[src/rtl/decode_stage_pipe.sv]
`default_nettype none
// ============================================================================
// Module   : decode_stage_pipe
// Purpose  : RV32/RV64 instruction decode feeding a 2-entry skid buffer
// Revision : 1.0 - initial release
// ============================================================================
module decode_stage_pipe #(
  parameter int XLEN  = 64,
  parameter int PID_W = 2,
  parameter int SHW   = $clog2(XLEN)
) (
  input  logic             clk,
  input  logic             rst,
  input  logic             flush_i,
  input  logic             valid_i,
  input  logic [31:0]      inst_i,
  input  logic [31:0]      inst_addr_i,
  input  logic [PID_W-1:0] pid_i,
  input  logic [XLEN-1:0]  rs1_data_i,
  input  logic [XLEN-1:0]  rs2_data_i,
  output logic             ready_o,
  output logic [4:0]       rs1_addr_o,
  output logic [4:0]       rs2_addr_o,
  output logic             rs1_re_o,
  output logic             rs2_re_o,
  output logic             valid_o,
  input  logic             ready_i,
  output logic [31:0]      inst_addr_o,
  output logic [PID_W-1:0] pid_o,
  output logic [XLEN-1:0]  rs1_data_o,
  output logic [XLEN-1:0]  rs2_data_o,
  output logic [4:0]       rd_addr_o,
  output logic             rd_we_o,
  output logic [XLEN-1:0]  imm_o,
  output logic [6:0]       opcode_o,
  output logic [2:0]       funct3_o,
  output logic [6:0]       funct7_o,
  output logic [SHW-1:0]   shamt_o,
  output logic             illegal_o
);

  localparam logic [6:0] OP_LUI     = 7'b0110111;
  localparam logic [6:0] OP_AUIPC   = 7'b0010111;
  localparam logic [6:0] OP_JAL     = 7'b1101111;
  localparam logic [6:0] OP_JALR    = 7'b1100111;
  localparam logic [6:0] OP_BRANCH  = 7'b1100011;
  localparam logic [6:0] OP_LOAD    = 7'b0000011;
  localparam logic [6:0] OP_STORE   = 7'b0100011;
  localparam logic [6:0] OP_OPIMM   = 7'b0010011;
  localparam logic [6:0] OP_OP      = 7'b0110011;
  localparam logic [6:0] OP_SYSTEM  = 7'b1110011;
  localparam logic [6:0] OP_OPIMM32 = 7'b0011011;
  localparam logic [6:0] OP_OP32    = 7'b0111011;
  localparam logic [6:0] OP_AMO     = 7'b0101111;
  localparam logic [6:0] OP_OPFP    = 7'b1010011;
  localparam logic       IS_RV64    = (XLEN == 64);

  typedef struct packed {
    logic [31:0]      inst_addr;
    logic [PID_W-1:0] pid;
    logic [XLEN-1:0]  rs1_data;
    logic [XLEN-1:0]  rs2_data;
    logic [4:0]       rd_addr;
    logic             rd_we;
    logic [XLEN-1:0]  imm;
    logic [6:0]       opcode;
    logic [2:0]       funct3;
    logic [6:0]       funct7;
    logic [SHW-1:0]   shamt;
    logic             illegal;
  } entry_t;

  typedef enum logic [1:0] {
    EMPTY = 2'd0,
    ONE   = 2'd1,
    FULL  = 2'd2
  } state_t;

  logic [6:0]      opcode;
  logic [2:0]      funct3;
  logic [6:0]      funct7;
  logic [XLEN-1:0] imm_i, imm_s, imm_b, imm_u, imm_j;
  logic [SHW-1:0]  shamt_imm;
  logic            shamt_bad;

  assign opcode = inst_i[6:0];
  assign funct3 = inst_i[14:12];
  assign funct7 = inst_i[31:25];

  assign imm_i = {{(XLEN-12){inst_i[31]}}, inst_i[31:20]};
  assign imm_s = {{(XLEN-12){inst_i[31]}}, inst_i[31:25], inst_i[11:7]};
  assign imm_b = {{(XLEN-12){inst_i[31]}}, inst_i[7], inst_i[30:25], inst_i[11:8], 1'b0};
  assign imm_u = {{(XLEN-20){inst_i[31]}}, inst_i[31:12]};
  assign imm_j = {{(XLEN-20){inst_i[31]}}, inst_i[19:12], inst_i[20], inst_i[30:21], 1'b0};

  // RV32 has only 5 shift-amount bits; a set bit 25 is not a valid encoding there.
  if (XLEN == 64) begin : g_shamt_rv64
    assign shamt_imm = inst_i[25:20];
    assign shamt_bad = 1'b0;
  end else begin : g_shamt_rv32
    assign shamt_imm = inst_i[24:20];
    assign shamt_bad = inst_i[25];
  end

  logic            legal, rs1_en, rs2_en, rd_en, dec_we, sys_rw, shift_imm;
  logic [XLEN-1:0] dec_imm;
  logic [SHW-1:0]  dec_shamt;

  always_comb begin
    legal     = 1'b1;
    rs1_en    = 1'b0;
    rs2_en    = 1'b0;
    rd_en     = 1'b0;
    dec_we    = 1'b0;
    dec_imm   = '0;
    dec_shamt = '0;
    sys_rw    = (funct3 != 3'b000) && (funct3 != 3'b100);
    shift_imm = ((funct3 == 3'b001) && (funct7[6:1] == 6'b000000)) ||
                ((funct3 == 3'b101) && ((funct7[6:1] == 6'b000000) ||
                                        (funct7[6:1] == 6'b010000)));
    case (opcode)
      OP_LUI, OP_AUIPC: begin
        rd_en = 1'b1; dec_we = 1'b1; dec_imm = imm_u;
      end
      OP_JAL: begin
        rd_en = 1'b1; dec_we = 1'b1; dec_imm = imm_j;
      end
      OP_JALR: begin
        rs1_en = 1'b1; rd_en = 1'b1; dec_we = 1'b1; dec_imm = imm_i;
      end
      OP_BRANCH: begin
        rs1_en = 1'b1; rs2_en = 1'b1; dec_imm = imm_b;
      end
      OP_LOAD: begin
        rs1_en = 1'b1; rd_en = 1'b1; dec_imm = imm_i;
      end
      OP_STORE: begin
        rs1_en = 1'b1; rs2_en = 1'b1; dec_imm = imm_s;
      end
      OP_OPIMM: begin
        rs1_en = 1'b1; rd_en = 1'b1; dec_we = 1'b1; dec_imm = imm_i;
        if (shift_imm) begin
          if (shamt_bad) legal = 1'b0;
          else           dec_shamt = shamt_imm;
        end
      end
      OP_OP: begin
        rs1_en = 1'b1; rs2_en = 1'b1; rd_en = 1'b1;
        dec_we = (funct7 != 7'b0000001);
      end
      OP_SYSTEM: begin
        rs1_en = sys_rw; rd_en = 1'b1; dec_we = sys_rw; dec_imm = imm_i;
      end
      OP_OPIMM32: begin
        if (!IS_RV64) legal = 1'b0;
        else begin
          rs1_en = 1'b1; rd_en = 1'b1; dec_we = 1'b1; dec_imm = imm_i;
          if ((funct3 == 3'b001) || (funct3 == 3'b101)) dec_shamt = SHW'(inst_i[24:20]);
        end
      end
      OP_OP32: begin
        if (!IS_RV64) legal = 1'b0;
        else begin
          rs1_en = 1'b1; rs2_en = 1'b1; rd_en = 1'b1;
          dec_we = (funct7 != 7'b0000001);
        end
      end
      OP_AMO, OP_OPFP: begin
        rs1_en = 1'b1; rs2_en = 1'b1; rd_en = 1'b1; dec_we = 1'b1;
      end
      default: legal = 1'b0;
    endcase
    if (!legal) begin
      rs1_en    = 1'b0;
      rs2_en    = 1'b0;
      rd_en     = 1'b0;
      dec_we    = 1'b0;
      dec_imm   = '0;
      dec_shamt = '0;
    end
  end

  assign rs1_re_o   = rs1_en;
  assign rs2_re_o   = rs2_en;
  assign rs1_addr_o = rs1_en ? inst_i[19:15] : 5'd0;
  assign rs2_addr_o = rs2_en ? inst_i[24:20] : 5'd0;

  entry_t in_entry;

  always_comb begin
    in_entry           = '0;
    in_entry.inst_addr = inst_addr_i;
    in_entry.pid       = pid_i;
    in_entry.rs1_data  = rs1_data_i;
    in_entry.rs2_data  = rs2_data_i;
    in_entry.rd_addr   = rd_en ? inst_i[11:7] : 5'd0;
    in_entry.rd_we     = dec_we;
    in_entry.imm       = dec_imm;
    in_entry.opcode    = opcode;
    in_entry.funct3    = funct3;
    in_entry.funct7    = funct7;
    in_entry.shamt     = dec_shamt;
    in_entry.illegal   = !legal;
  end

  state_t state, state_next;
  entry_t head_q, tail_q;
  logic   accept, pop, load_head, load_tail, shift_tail;

  // ready_o looks only at registered occupancy and rst, never at ready_i.
  assign ready_o = (state != FULL) && !rst;
  assign valid_o = (state != EMPTY);
  assign accept  = valid_i && ready_o && !flush_i;
  assign pop     = valid_o && ready_i;

  always_ff @(posedge clk) begin
    if (rst) state <= EMPTY;
    else     state <= state_next;
  end

  always_comb begin
    state_next = state;
    load_head  = 1'b0;
    load_tail  = 1'b0;
    shift_tail = 1'b0;
    if (flush_i) begin
      state_next = EMPTY;
    end else begin
      case (state)
        EMPTY: begin
          if (accept) begin
            state_next = ONE;
            load_head  = 1'b1;
          end
        end
        ONE: begin
          if (accept && pop) begin
            load_head = 1'b1;
          end else if (accept) begin
            state_next = FULL;
            load_tail  = 1'b1;
          end else if (pop) begin
            state_next = EMPTY;
          end
        end
        FULL: begin
          if (pop) begin
            state_next = ONE;
            shift_tail = 1'b1;
          end
        end
        default: state_next = EMPTY;
      endcase
    end
  end

  always_ff @(posedge clk) begin
    if (rst) begin
      head_q <= '0;
      tail_q <= '0;
    end else begin
      if (load_head)       head_q <= in_entry;
      else if (shift_tail) head_q <= tail_q;
      if (load_tail)       tail_q <= in_entry;
    end
  end

  assign inst_addr_o = head_q.inst_addr;
  assign pid_o       = head_q.pid;
  assign rs1_data_o  = head_q.rs1_data;
  assign rs2_data_o  = head_q.rs2_data;
  assign rd_addr_o   = head_q.rd_addr;
  assign rd_we_o     = head_q.rd_we;
  assign imm_o       = head_q.imm;
  assign opcode_o    = head_q.opcode;
  assign funct3_o    = head_q.funct3;
  assign funct7_o    = head_q.funct7;
  assign shamt_o     = head_q.shamt;
  assign illegal_o   = head_q.illegal;

endmodule
`default_nettype wire

[config.mk]
export PLATFORM = sky130hd
export DESIGN_NAME = decode_stage_pipe
export DESIGN_NICKNAME = d
export VERILOG_FILES = /design/src/rtl/decode_stage_pipe.sv
export SDC_FILE = /design/constraint.sdc
export NUM_CORES = 1
export LEC_CHECK = 0
export ABC_CLOCK_PERIOD_IN_PS = 4950
export BUFFER_PORTS_ARGS = -buffer_cell sky130_fd_sc_hd__buf_4
export CAP_MARGIN = 5
export CORE_MARGIN = 2
export CORE_UTILIZATION = 50
export CTS_CLUSTER_SIZE = 40
export DETAILED_ROUTE_END_ITERATION = 6
export PLACE_DENSITY = 0.78
export SLEW_MARGIN = 20
export SYNTH_ARGS = -nofsm -noshare
export SYNTH_HDL_FRONTEND = slang
export SYNTH_SLANG_ARGS = --single-unit
export TNS_END_PERCENT = 10
[constraint.sdc]
create_clock -name clk -period 4.95 [get_ports clk]
set_input_delay 0.99 -clock clk [delete_from_list [all_inputs] [get_ports clk]]
set_output_delay 0.99 -clock clk [all_outputs]
set_load 0.05 [all_outputs]
==> metrics.md <==
| Metric | Value |
|---|---|
| FFs w/ async S/R, synth | `0%` |
| Clock sinks | `428` |
| Post-route DRC | `0` |
| Largest net degree at the start of global routing | `200` |
| Htree depth | `2` |
| Max cap viols | `0` |
| CP Launch Type | `input port` |
| I/O pin total | `469` |
| FILL cells | `2919` |
| Most frequent cells in the layout | `nand2_1, buf_4, dfxtp_1` |
| Multi-input gate area | `0.00760 mm²` |
| # port buffers | `468` |
| Maximum vdd drop | `284 µV` |
| Endpoints failing setup | `0` |
| Clock root cell | `clkbuf_16` |
| Sequential share of the synthesized area | `49.1%` |
| Initial core utilization | `50.7%` |
| Setup CP Type | `input port to output port` |
| Clk_skew | `0.0118 ns` |
| Final period util | `74.6%` |
| Layout cells sized above 1 | `24.4%` |
| Yosys warning count | `0` |
| Area contributors post-synth | `dfxtp_1, nand2_1, a21oi_1` |
| Slew Limit Fails | `0` |
| Synth Net Count | `2313` |
| DR iter-0 viols | `1187` |
| Reg area | `0.00857 mm²` |
| Outcome | `completed` |
| Commonest non-fill, non-tap cell in the layout | `nand2_1` |
| Mean Syn Cell Area | `8.26 µm²` |
| Setup WS post-layout | `1.26 ns` |
| GR peak layer | `met2` |
| First-pass GRT wire length | `82.9 mm` |
| Synth top area share | `49.1%` |
| Max clock buf depth | `3` |
| Max Clock Freq | `271 MHz` |
| Cells after Synth | `2114` |
| Total Neg Setup Slack | `0 ns` |
| Cell area after layout | `0.0222 mm²` |
| Tot GR Track Use | `28.0%` |
| CTS tree | `built` |
| Final Hold Vio Count | `0` |
| Rel. slew slack | `34.2%` |
| Met3 usage | `6.64%` |
| Antenna violations before repair | `1` |
| Routed Antenna Nets | `0` |
| Vias | `16.9k` |
| Min-Delay Path Class | `register to register` |
| Grt total ovfl | `0` |
| Setup WS pre-CTS | `1.30 ns` |
| Worst-margin pin slew | `0.980 ns` |
| Setup Buffers After CTS | `0` |
| Hold slack | `0.453 ns` |
| Distinct cells, synth | `63` |
| CTS resizes | `0` |
| Die width | `191 µm` |
| Die ar. | `0.0364 mm²` |
| Crit. End Element | `output port` |
| Power Density | `362 mW/mm²` |
| CP arrival | `2.70 ns` |
| Req. time, crit path | `3.96 ns` |
| Inserted Clock Buffers | `44` |
| DR WL/cell | `18.4 µm` |
| Fin nets | `2621` |
| Leakage power total | `8.40 nW` |
| RSZ-0062 raised after global routing | `no` |
| Die Height | `191 µm` |
| Dpl hpwl | `34.6 mm` |
| Clk_lat worst skew | `0.53 ns` |
| Vias in the first global route | `15.7k` |
| Minimum clock period | `3.69 ns` |
| Core Region | `0.0345 mm²` |
| EDFF count, synth | `0` |
| Global placer's final weighted congestion | `0.851` |
| Cell taking the most area after synthesis | `dfxtp_1` |
| Ys flop type | `dfxtp_1` |
| Max Fanout on Critical Path | `26` |
| Final wirelength | `53.7 mm` |
| Reg clk slew, reported paths | `0.06 ns` |
| Synthesized area | `0.0175 mm²` |
| Synthesized flop and latch total | `428` |
| Row count | `68` |
| Met2 usage | `45.3%` |
| Layout area overhead | `26.9%` |
| TritonRoute pass-1 iters | `6` |
| CTS Hold Buffers Added | `0` |
| GR Util met1 | `35.0%` |
| Dpl cell area | `0.0206 mm²` |
| Via/cell ratio | `5.79` |
==> cell type report <==
cell class                 instances  area share [%]
tap                              455            2.57
multi-input combinational       1444            34.3
antenna                            1          0.0113
sequential                       428            38.7
inverter                          17           0.288
clock buffer                      61            5.76
timing repair buffer             487            17.0
clock inverter                    20            1.41
==> worst paths after layout <==
check	from	endpoint	slack, ns	depth (start not counted)
max reg2reg	state[1]	rs1_data_o[17]	2.45	5
max	inst_i[4]	rs1_addr_o[2]	1.26	6
min reg2reg	rs2_data_o[28]	rs2_data_o[28]	0.45	2
min	rs2_data_o[28]	rs2_data_o[28]	0.45	2
==> logic make-up (layout without fill, tap and decap cells) <==
kind of cell	after synthesis	count (layout)	synth area share, %
other	0	1	0
AO/OA/AOI/OAI	705	705	25.4
buffers and inverters	242	585	7.64
flip-flops	428	428	49.1
AND/OR/NAND/NOR	722	722	16.9
XOR/XNOR	1	1	0.0502
multiplexers	16	16	0.946
==> Yosys cell counts (5+ instances only) <==
master,n
o21bai_1,8
a31oi_1,7
a41o_1,5
a2bb2oi_1,6
dfxtp_1,428
mux2i_1,12
nand3b_1,5
nor2_1,32
clkbuf_1,111
nand3_1,9
nand2_1,615
nor3_1,21
nand2b_1,7
buf_4,55
o31ai_1,10
buf_2,31
a22oi_1,173
a211oi_1,39
nor2b_1,5
a21oi_1,362
a31o_2,13
a311oi_1,23
a221oi_1,9
o21ai_0,14
o22ai_1,10
inv_1,17
o211ai_1,5
buf_6,24
==> layer usage <==
metal  vias up  wire length (µm)
li1       7966                 -
met1      7978             20900
met2       778             25300
met3       152              4940
met4         0              2640
met5         -                 0
==> critical path, cell delays in order <==
cell and delay [ns]:
buf_4 0.24, nand3b_1 0.37, nand2_1 0.10, a32oi_1 0.60
a211oi_1 0.18, buf_4 0.23
==> state kept, by name, indices dropped and copies added (netlist names) <==
register     count
tail_q         213
rs1_data_o      64
rs2_data_o      64
inst_addr_o     32
imm_o           21
funct7_o         7
opcode_o         7
shamt_o          6
rd_addr_o        5
funct3_o         3
pid_o            2
state            2
illegal_o        1
rd_we_o          1
==> stage by stage <==
step	power (mW)	std cells	util (%)
after floorplan	4.17	2114	-
after global placement	4.49	2831	59.7
after detailed placement	4.50	2831	59.7
after CTS	8.06	2912	64.3
after global routing	8.26	2913	64.3
final	8.02	2913	64.3
==> where the power goes <==
| group | leakage [nW] | internal [mW] | switching, mW |
|---|---|---|---|
| sequential | 3.46 | 3.51 | 0.0403 |
| combinational | 4.15 | 0.286 | 0.593 |
| clock | 0.781 | 2.22 | 1.37 |
| total | 8.40 | 6.02 | 2.00 |
Power figures use the tool's default switching activity.
